File: src/rtl/perf_counter_sched_if.sv
// Handshake/bus bundle between requesters, the shared event counter and the
// counter-sharing scheduler.
interface perf_counter_sched_if #(
  parameter int NREQ     = 4,
  parameter int WIDTH    = 32,
  parameter int WINDOW_W = 16
);
  localparam int IDW = (NREQ > 1) ? $clog2(NREQ) : 1;

  logic [NREQ-1:0]               req;
  logic [NREQ-1:0][WINDOW_W-1:0] req_window;
  logic [NREQ-1:0]               event_in;
  logic [NREQ-1:0]               ack;
  logic                          cnt_clr;
  logic                          cnt_en;
  logic [WIDTH-1:0]              cnt_value;
  logic [WIDTH-1:0]              result;
  logic [IDW-1:0]                result_id;
  logic                          result_valid;
  logic                          result_ready;
  logic                          busy;

  modport master (
    output req, req_window, event_in, cnt_value, result_ready,
    input  ack, cnt_clr, cnt_en, result, result_id, result_valid, busy
  );

  modport slave (
    input  req, req_window, event_in, cnt_value, result_ready,
    output ack, cnt_clr, cnt_en, result, result_id, result_valid, busy
  );
endinterface

File: src/rtl/perf_counter_sched.sv
// Round-robin scheduler sharing one event counter among NREQ requesters:
// clear, count the granted requester's events over a window, return the count.
module perf_counter_sched #(
  parameter int NREQ     = 4,
  parameter int WIDTH    = 32,
  parameter int WINDOW_W = 16
) (
  input  logic                clk,
  input  logic                reset,
  perf_counter_sched_if.slave bus
);
  localparam int IDW = (NREQ > 1) ? $clog2(NREQ) : 1;

  typedef enum logic [2:0] {IDLE, CLEAR, MEASURE, CAPTURE, DONE} state_t;

  state_t              state;
  logic [IDW-1:0]      rr_ptr;
  logic [IDW-1:0]      gnt;
  logic [IDW-1:0]      id_q;
  logic [IDW-1:0]      nxt_ptr;
  logic [WINDOW_W-1:0] wcnt;
  logic [WIDTH-1:0]    result_q;
  logic                clr_q;
  logic                valid_q;
  logic                busy_q;
  logic                any_req;
  logic                abort;
  logic [NREQ-1:0]     ack_c;

  // Lowest offset from rr_ptr wins, so scan offsets from the far end down.
  always_comb begin
    gnt     = rr_ptr;
    any_req = |bus.req;
    for (int k = NREQ-1; k >= 0; k--) begin
      int idx;
      idx = int'(rr_ptr) + k;
      if (idx >= NREQ) idx = idx - NREQ;
      if (bus.req[idx]) gnt = IDW'(idx);
    end
  end

  assign nxt_ptr = (id_q == IDW'(NREQ-1)) ? '0 : id_q + 1'b1;
  assign abort   = !bus.req[id_q];

  always_comb begin
    ack_c = '0;
    if (state == DONE && bus.result_ready) ack_c[id_q] = 1'b1;
  end

  // Enable and ack must follow event_in/result_ready in the same cycle.
  assign bus.cnt_en       = (state == MEASURE) && bus.event_in[id_q];
  assign bus.ack          = ack_c;
  assign bus.cnt_clr      = clr_q;
  assign bus.result       = result_q;
  assign bus.result_id    = id_q;
  assign bus.result_valid = valid_q;
  assign bus.busy         = busy_q;

  always_ff @(posedge clk or negedge reset) begin
    if (!reset) begin
      state    <= IDLE;
      rr_ptr   <= '0;
      id_q     <= '0;
      wcnt     <= '0;
      result_q <= '0;
      clr_q    <= 1'b0;
      valid_q  <= 1'b0;
      busy_q   <= 1'b0;
    end else begin
      case (state)
        IDLE: if (any_req) begin
          id_q   <= gnt;
          wcnt   <= bus.req_window[gnt];
          clr_q  <= 1'b1;
          busy_q <= 1'b1;
          state  <= CLEAR;
        end
        CLEAR: begin
          clr_q <= 1'b0;
          if (abort) begin
            rr_ptr <= nxt_ptr;
            busy_q <= 1'b0;
            state  <= IDLE;
          end else if (wcnt == '0) begin
            state <= CAPTURE;
          end else begin
            state <= MEASURE;
          end
        end
        MEASURE: begin
          if (abort) begin
            rr_ptr <= nxt_ptr;
            busy_q <= 1'b0;
            state  <= IDLE;
          end else begin
            wcnt <= wcnt - 1'b1;
            if (wcnt == WINDOW_W'(1)) state <= CAPTURE;
          end
        end
        CAPTURE: begin
          result_q <= bus.cnt_value;
          valid_q  <= 1'b1;
          state    <= DONE;
        end
        DONE: if (bus.result_ready) begin
          valid_q <= 1'b0;
          busy_q  <= 1'b0;
          rr_ptr  <= nxt_ptr;
          state   <= IDLE;
        end
        default: state <= IDLE;
      endcase
    end
  end
endmodule

File: src/flat_wrapper.sv
// flat-port wrapper written by rule: the top's interface ports become plain ports
module perf_counter_sched_flat 
#(
  parameter int NREQ     = 4,
  parameter int WIDTH    = 32,
  parameter int WINDOW_W = 16
)
  (clk, reset, bus_req, bus_req_window, bus_event_in, bus_cnt_value, bus_result_ready, bus_ack, bus_cnt_clr, bus_cnt_en, bus_result, bus_result_id, bus_result_valid, bus_busy);
  perf_counter_sched_if #(.NREQ(NREQ), .WIDTH(WIDTH), .WINDOW_W(WINDOW_W)) bus_i ();
  input  logic clk;
  input  logic reset;
  input wire logic [$bits(bus_i.req)-1:0] bus_req;
  input wire logic [$bits(bus_i.req_window)-1:0] bus_req_window;
  input wire logic [$bits(bus_i.event_in)-1:0] bus_event_in;
  input wire logic [$bits(bus_i.cnt_value)-1:0] bus_cnt_value;
  input wire logic [$bits(bus_i.result_ready)-1:0] bus_result_ready;
  output wire logic [$bits(bus_i.ack)-1:0] bus_ack;
  output wire logic [$bits(bus_i.cnt_clr)-1:0] bus_cnt_clr;
  output wire logic [$bits(bus_i.cnt_en)-1:0] bus_cnt_en;
  output wire logic [$bits(bus_i.result)-1:0] bus_result;
  output wire logic [$bits(bus_i.result_id)-1:0] bus_result_id;
  output wire logic [$bits(bus_i.result_valid)-1:0] bus_result_valid;
  output wire logic [$bits(bus_i.busy)-1:0] bus_busy;
  assign bus_i.req = bus_req;
  assign bus_i.req_window = bus_req_window;
  assign bus_i.event_in = bus_event_in;
  assign bus_i.cnt_value = bus_cnt_value;
  assign bus_i.result_ready = bus_result_ready;
  assign bus_ack = bus_i.ack;
  assign bus_cnt_clr = bus_i.cnt_clr;
  assign bus_cnt_en = bus_i.cnt_en;
  assign bus_result = bus_i.result;
  assign bus_result_id = bus_i.result_id;
  assign bus_result_valid = bus_i.result_valid;
  assign bus_busy = bus_i.busy;
  perf_counter_sched #(.NREQ(NREQ), .WIDTH(WIDTH), .WINDOW_W(WINDOW_W)) u_core (.clk(clk), .reset(reset), .bus(bus_i));
endmodule
File: config.mk
export PLATFORM = sky130hd
export DESIGN_NAME = perf_counter_sched_flat
export DESIGN_NICKNAME = d
export VERILOG_FILES = /design/src/rtl/perf_counter_sched_if.sv /design/src/rtl/perf_counter_sched.sv /design/src/flat_wrapper.sv
export SDC_FILE = /design/constraint.sdc
export NUM_CORES = 1
export LEC_CHECK = 0
export ABC_CLOCK_PERIOD_IN_PS = 2500
export CORE_MARGIN = 1
export CORE_UTILIZATION = 43
export DETAILED_ROUTE_END_ITERATION = 8
export HOLD_SLACK_MARGIN = 0.02
export PLACE_DENSITY = 0.87
export SLEW_MARGIN = 20
export SYNTH_ARGS = -nofsm -noshare
export SYNTH_HDL_FRONTEND = slang
export SYNTH_SLANG_ARGS = --single-unit
File: constraint.sdc
create_clock -name clk -period 2.5 [get_ports clk]
set_input_delay 0.25 -clock clk [delete_from_list [all_inputs] [get_ports clk]]
set_output_delay 0.25 -clock clk [all_outputs]
set_load 0.02 [all_outputs]
# ---- After elaboration in Yosys (flattened, before gate mapping)
# Cells that the tools add are included.
dict set report totals {
  in_bits 107
  wordCells 107
  out_inout_bits 42
  ff_bits 58
}
dict set report classes {
  magnitude_cmp 11
  add_sub_neg 9
  n_mux 49
  eq_ne 11
  reduce_logical 19
}
# operator count
set op_table {}
lappend op_table {{32-bit by 4-bit less-than comparator with 1-bit output (second input constant)} 4}
lappend op_table {{32-bit 2-to-1 mux} 4}
lappend op_table {{32-bit by 4-bit greater-or-equal comparator with 1-bit output (second input constant)} 3}
lappend op_table {{32-bit by 4-bit subtractor with 32-bit output (second input constant)} 3}
lappend op_table {{16-bit 2-to-1 mux} 3}
lappend op_table {{16-bit binary-select mux with 2-bit select} 1}
lappend op_table {{16-bit one-hot mux with 2 select lines} 1}
lappend op_table {{16-bit by 1-bit equality test with 1-bit output (second input constant)} 1}
lappend op_table {{16-bit zero test} 1}
lappend op_table {{16-bit by 1-bit subtractor with 16-bit output (second input constant)} 1}
lappend op_table {{1-bit 2-to-1 mux} 15}
lappend op_table {{3-bit 2-to-1 mux} 5}
lappend op_table {{3-bit one-hot mux with 5 select lines} 1}
lappend op_table {{2-bit 2-to-1 mux} 7}
lappend op_table {{1-bit binary-select mux with 2-bit select} 6}
lappend op_table {{3-bit AND reduction} 3}
lappend op_table {{2-bit nonzero test} 4}
lappend op_table {{2-bit by 2-bit adder with 3-bit output (second input constant)} 2}
lappend op_table {{3-bit by 2-bit equality test with 1-bit output (second input constant)} 2}
lappend op_table {{2-bit by 3-bit less-than comparator with 1-bit output (second input constant)} 2}
lappend op_table {{2-bit AND reduction} 3}
lappend op_table {{4-bit 2-to-1 mux} 1}
lappend op_table {{2-bit by 1-bit != test with 1-bit output (second input constant)} 2}
lappend op_table {{2-bit != test (second input constant)} 2}
lappend op_table {{other kinds (19)} 22}

# ---- Logic depth before layout (Yosys ltp)
# Gate-level depths: netlist of the first run.
dict set report depth {
  ltp_word 14
  depth_mapped 8
  ltp_nobuf 7
}

# ---- Worst setup path before layout of the first run
# No wires, ideal clock.
dict set report synth_path {
  path_type {flip-flop to flip-flop}
  startpoint {reg u_core.id_q[1] (netlist: u_core.bus.result_id[1])}
  endpoint {reg u_core.wcnt[12]}
  t_required_ns 2.374
  path_slack_ns 0.561
  arrival_ns 1.813
  synth_period_minus_slack_ns 1.939
  setup_ns 0.126
  path_stages_with_launch 7
  path_cell_list {dfrtp_1 > mux4_2 > inv_2 > a21o_1 > buf_4 > nor4_1 > a221o_1}
}
dict set report synth_between {
  elab_chain_len 4
}
# item line_no
set synth_rtl {}
lappend synth_rtl {{start: declaration} perf_counter_sched.sv:19} ;# logic [IDW-1:0] id_q;
lappend synth_rtl {{start signal: assignment} perf_counter_sched.sv:72} ;# id_q <= gnt;
lappend synth_rtl {{1-bit binary-select mux with 2-bit select} perf_counter_sched.sv:43} ;# assign abort = !bus.req[id_q];
lappend synth_rtl {{1-bit 2-to-1 mux (implied by the code)} perf_counter_sched.sv:43}
lappend synth_rtl {{2-bit by 1-bit != test with 1-bit output (no source line)} n/a}
lappend synth_rtl {{3-bit AND reduction (no source line)} n/a}
lappend synth_rtl {{end signal: assignment} perf_counter_sched.sv:73} ;# wcnt <= bus.req_window[gnt];
lappend synth_rtl {{end signal: assignment} perf_counter_sched.sv:96} ;# wcnt <= wcnt - 1'b1;
lappend synth_rtl {{end: declaration} perf_counter_sched.sv:21} ;# logic [WINDOW_W-1:0] wcnt;
# Every way passes these cells. The select of a mux whose other input is x is not followed.
# A chain may end at the register's enable or synchronous reset.

# ---- Final worst setup path of the first run
dict set report layout_path {
  startpoint {reg u_core.state[1]}
  endpoint {out bus_ack[1]}
}
dict set report layout_between {
  elab_chain_len 3
}
# item line_no
set layout_rtl {}
lappend layout_rtl {{start: declaration} perf_counter_sched.sv:16} ;# state_t state;
lappend layout_rtl {{start signal: assignment} perf_counter_sched.sv:61} ;# state <= IDLE;
lappend layout_rtl {{start signal: assignment} perf_counter_sched.sv:76} ;# state <= CLEAR;
lappend layout_rtl {{start signal: assignment} perf_counter_sched.sv:83} ;# state <= IDLE;
lappend layout_rtl {{3-bit equality test} perf_counter_sched.sv:47} ;# if (state == DONE && bus.result_ready) ack_c[id_q] = 1'b1;
lappend layout_rtl {{1-bit logical AND} perf_counter_sched.sv:47}
lappend layout_rtl {{4-bit 2-to-1 mux} perf_counter_sched.sv:47}
lappend layout_rtl {{end: declaration} flat_wrapper.sv:17} ;# output wire logic [$bits(bus_i.ack)-1:0] bus_ack;
# Every way passes these cells.

==> run_results.csv, run 1 <==
group,metric,value,unit
outcome,status,"finished, final reports clean",
run,cap_violations,0,
yosys,syn-num-nets,428,
place,portBuffers,148,
setup_path,arrival,2.05,ns
cts,cts-root-buf,"clkbuf_8",
setup_path,r2r_slack,0.33,ns
sta,rsz0062_at_grt,"false",
sta,timing.final.crit_share,92.2,%
routing,wl,8.94,mm
routing,drtPass1Iterations,4,
routing,wl_per_cell,15.5,um
pwr,power.density,1170,nW/um2
floorplan,die_y,91.2,um
cts,clk_pin_slew,0.07,ns
floorplan,rows,32,
cts,clkSinkCount,58,
sta,setup_violations,0,
global_route,grt_max_degree,59,
routing,avgViaCountPerCell,5.49,
sta,setup_tns,0,ns
pwr,power_leakage,2.18,nW
min_path,hold_path_class,"input port to asynchronous set/reset pin",
sta,skew,0.00782,ns
cells_and_area,drive_above_1_share,15.6,%
pwr,p_total,0.00616,W
cts,insertion_delay,0.33,ns
cells_and_area,fill_cells,593,
floorplan,die_width,91.2,um
global_route,antenna_found_initial,0,
setup_path,worstReg2RegEnd,"u_core.wcnt[8]",
cts,post_cts_buffers,0,
cells_and_area,layout_common_cells,"clkdlybuf4s50_1 (147), dfrtp_1 (58), mux2i_1 (41)",
cells_and_area,n_antenna_cell,0,
cts,ctsResizeCount,0,
sta,post-route-min-period,2.30,ns
sta,clock.fmax,0.434,GHz
yosys,avgSynthCellArea,10.9,um2
global_route,grt_pass1_wl,14.5,mm
floorplan,die_area,8320,um2
floorplan,ios,149,
pwr,peakVddDrop,0.000739,V
sta,finalHoldViolations,0,
yosys,syn_inst,315,
routing,drc_errors,0,
yosys,synth-edff-count,0,
yosys,syn_area,3420,um2
cts,holdBufCountCts,1,
sta,worst_slew_pin_slew,0.618,ns
cells_and_area,final_common_cell,"clkdlybuf4s50_1",
setup_path,cp_max_fo,14,
global_route,grt_pass1_vias,3189,
routing,drtAntennaViolNets,0,
yosys,synth.ff_latch_count,58,
floorplan,core_area,7730,um2
yosys,yosys-top-cells-area,"dfrtp_1 (42%), mux2_2 (13%), mux2i_1 (12%)",
yosys,ys_seq_area_share,42.4,%
setup_path,required,2.25,ns
setup_path,end_kind,"output port",
cells_and_area,area_growth,53.3,%
global_route,track_usage,21.9,%
cts,clockBufferDepth,2,
yosys,synth_ff_type,"dfrtp_1",
setup_path,cp-start-kind,"flip-flop",
setup_path,r2r_cells,5,
setup_path,critPathKind,"flip-flop to output port",
cts,htree_levels,3,
routing,vias,3156,
sta,drv_slew,0,
yosys,synth_warnings,0,
sta,maxSlewHeadroom,58.6,%
yosys,yosysUniqueCellTypes,53,
global_route,grt_overflow_total,0,
yosys,synth_top_area_share,42.4,%
yosys,synth_async_sr_flop_share,100,%
cts,cts_buffers,9,
place,gp_congestion,0.903,
place,place_hpwl,6.62,mm
cells_and_area,fin_nets,581,
setup_path,rr_startpoint,"u_core.bus.result_id[1]",
yosys,yosysTopAreaCell,"dfrtp_1",
routing,dr.first_iter.drc_count,288,
cts,cts_tree,"yes",
floorplan,initial_utilization,44.3,%
[per-layer routing]
layer	track usage, %	share of wire, %
met1	25.3	39
met2	35.8	48
met3	8.46	11
met4	9.92	2.0
met5	0	0
[stage by stage]
stage / hold WS, ns / worst slack [ns] / instance area, um2 / cells / util, %
2_1_floorplan: -0.0456 / 0.561 / 3420 / 315 / -
3_5_place_dp: 0.277 / 0.0516 / 5050 / 558 / 65.4
4_1_cts: 0.457 / 0.187 / 5250 / 575 / 68.0
5_1_grt: 0.482 / 0.0559 / 5250 / 575 / 68.0
3_3_place_gp: 0.274 / 0.137 / 5050 / 558 / 65.4
6_report: 0.442 / 0.196 / 5250 / 575 / 68.0
[worst max path at each step]
stage,start,slack [ns],end
2_1_floorplan,u_core.bus.result_id[1],0.56,u_core.wcnt[12]
3_3_place_gp,bus_req[0],0.14,u_core.wcnt[0]
3_5_place_dp,bus_req[0],0.05,u_core.wcnt[0]
4_1_cts,u_core.state[1],0.19,bus_ack[1]
5_1_grt,u_core.state[1],0.06,bus_ack[1]
6_report,u_core.state[1],0.20,bus_ack[1]
[power by group]
group	switching (W)	internal, W	leakage [nW]
sequential	0.000433	0.00143	0.679
clock	0.000364	0.000457	0.0893
combinational	0.00169	0.00179	1.42
total	0.00248	0.00368	2.18
[cells by family after synthesis]
kind of cell	share of synthesized area, %
and+or+nand+nor	12.6
xor gates and xnor gates	0.256
adders and majority gates	2.19
muxes	26.5
buffers and inverters	3.76
AOI/OAI and AO/OA	12.4
DFF	42.4
[sequential cells by signal, summed over array words and instances (netlist names)]
register and count:
u_core.bus.cnt_clr 1, u_core.bus.result 32, u_core.state 3, u_core.bus.busy 1, u_core.wcnt 16, u_core.bus.result_valid 1
u_core.bus.result_id 2, u_core.rr_ptr 2
[synth_stat cells, drive strengths merged (2+ instances only)]
master / count
nand3: 6
o221ai: 3
a221o: 3
o21a: 3
and2: 5
o31ai: 4
mux2: 40
buf: 10
clkbuf: 8
ha: 6
or4: 2
inv: 7
nand4: 2
mux4: 2
nor4: 7
nor2: 16
dfrtp: 58
o21ai: 16
a31oi: 2
nor2b: 2
and3: 3
o31a: 2
o32ai: 2
mux2i: 41
nor3: 10
nand2: 18
a21oi: 18
a41oi: 2
a21o: 2
[final cells by class]
class / count / area (um2) / share of cell area, %
multi-input cells: 232 / 1850 / 35.3
repair buffers: 160 / 1610 / 30.6
flip-flops and latches: 58 / 1450 / 27.6
clock buffers: 11 / 131 / 2.50
well taps: 102 / 128 / 2.43
clock inverters: 5 / 55.1 / 1.05
inverters: 7 / 26.3 / 0.500
[worst max-delay path, stage by stage (launching register included)]
cell	delay, ns
dfrtp_1	0.53
nor2_1	0.19
and3_1	0.24
and2_1	0.15
clkdlybuf4s50_1	0.61
No activity file was read; power rests on OpenSTA's default activity.
==> inputs of run 2 (changes only) <==
--- a/config.mk
+++ b/config.mk
@@ -11,7 +11,6 @@
 export DETAILED_ROUTE_END_ITERATION = 8
 export HOLD_SLACK_MARGIN = 0.02
 export PLACE_DENSITY = 0.87
-export SLEW_MARGIN = 20
 export SYNTH_ARGS = -nofsm -noshare
 export SYNTH_HDL_FRONTEND = slang
 export SYNTH_SLANG_ARGS = --single-unit
==> results of run 2 <==
No change in the layout: final DEF, timing and power equal those of run 1.
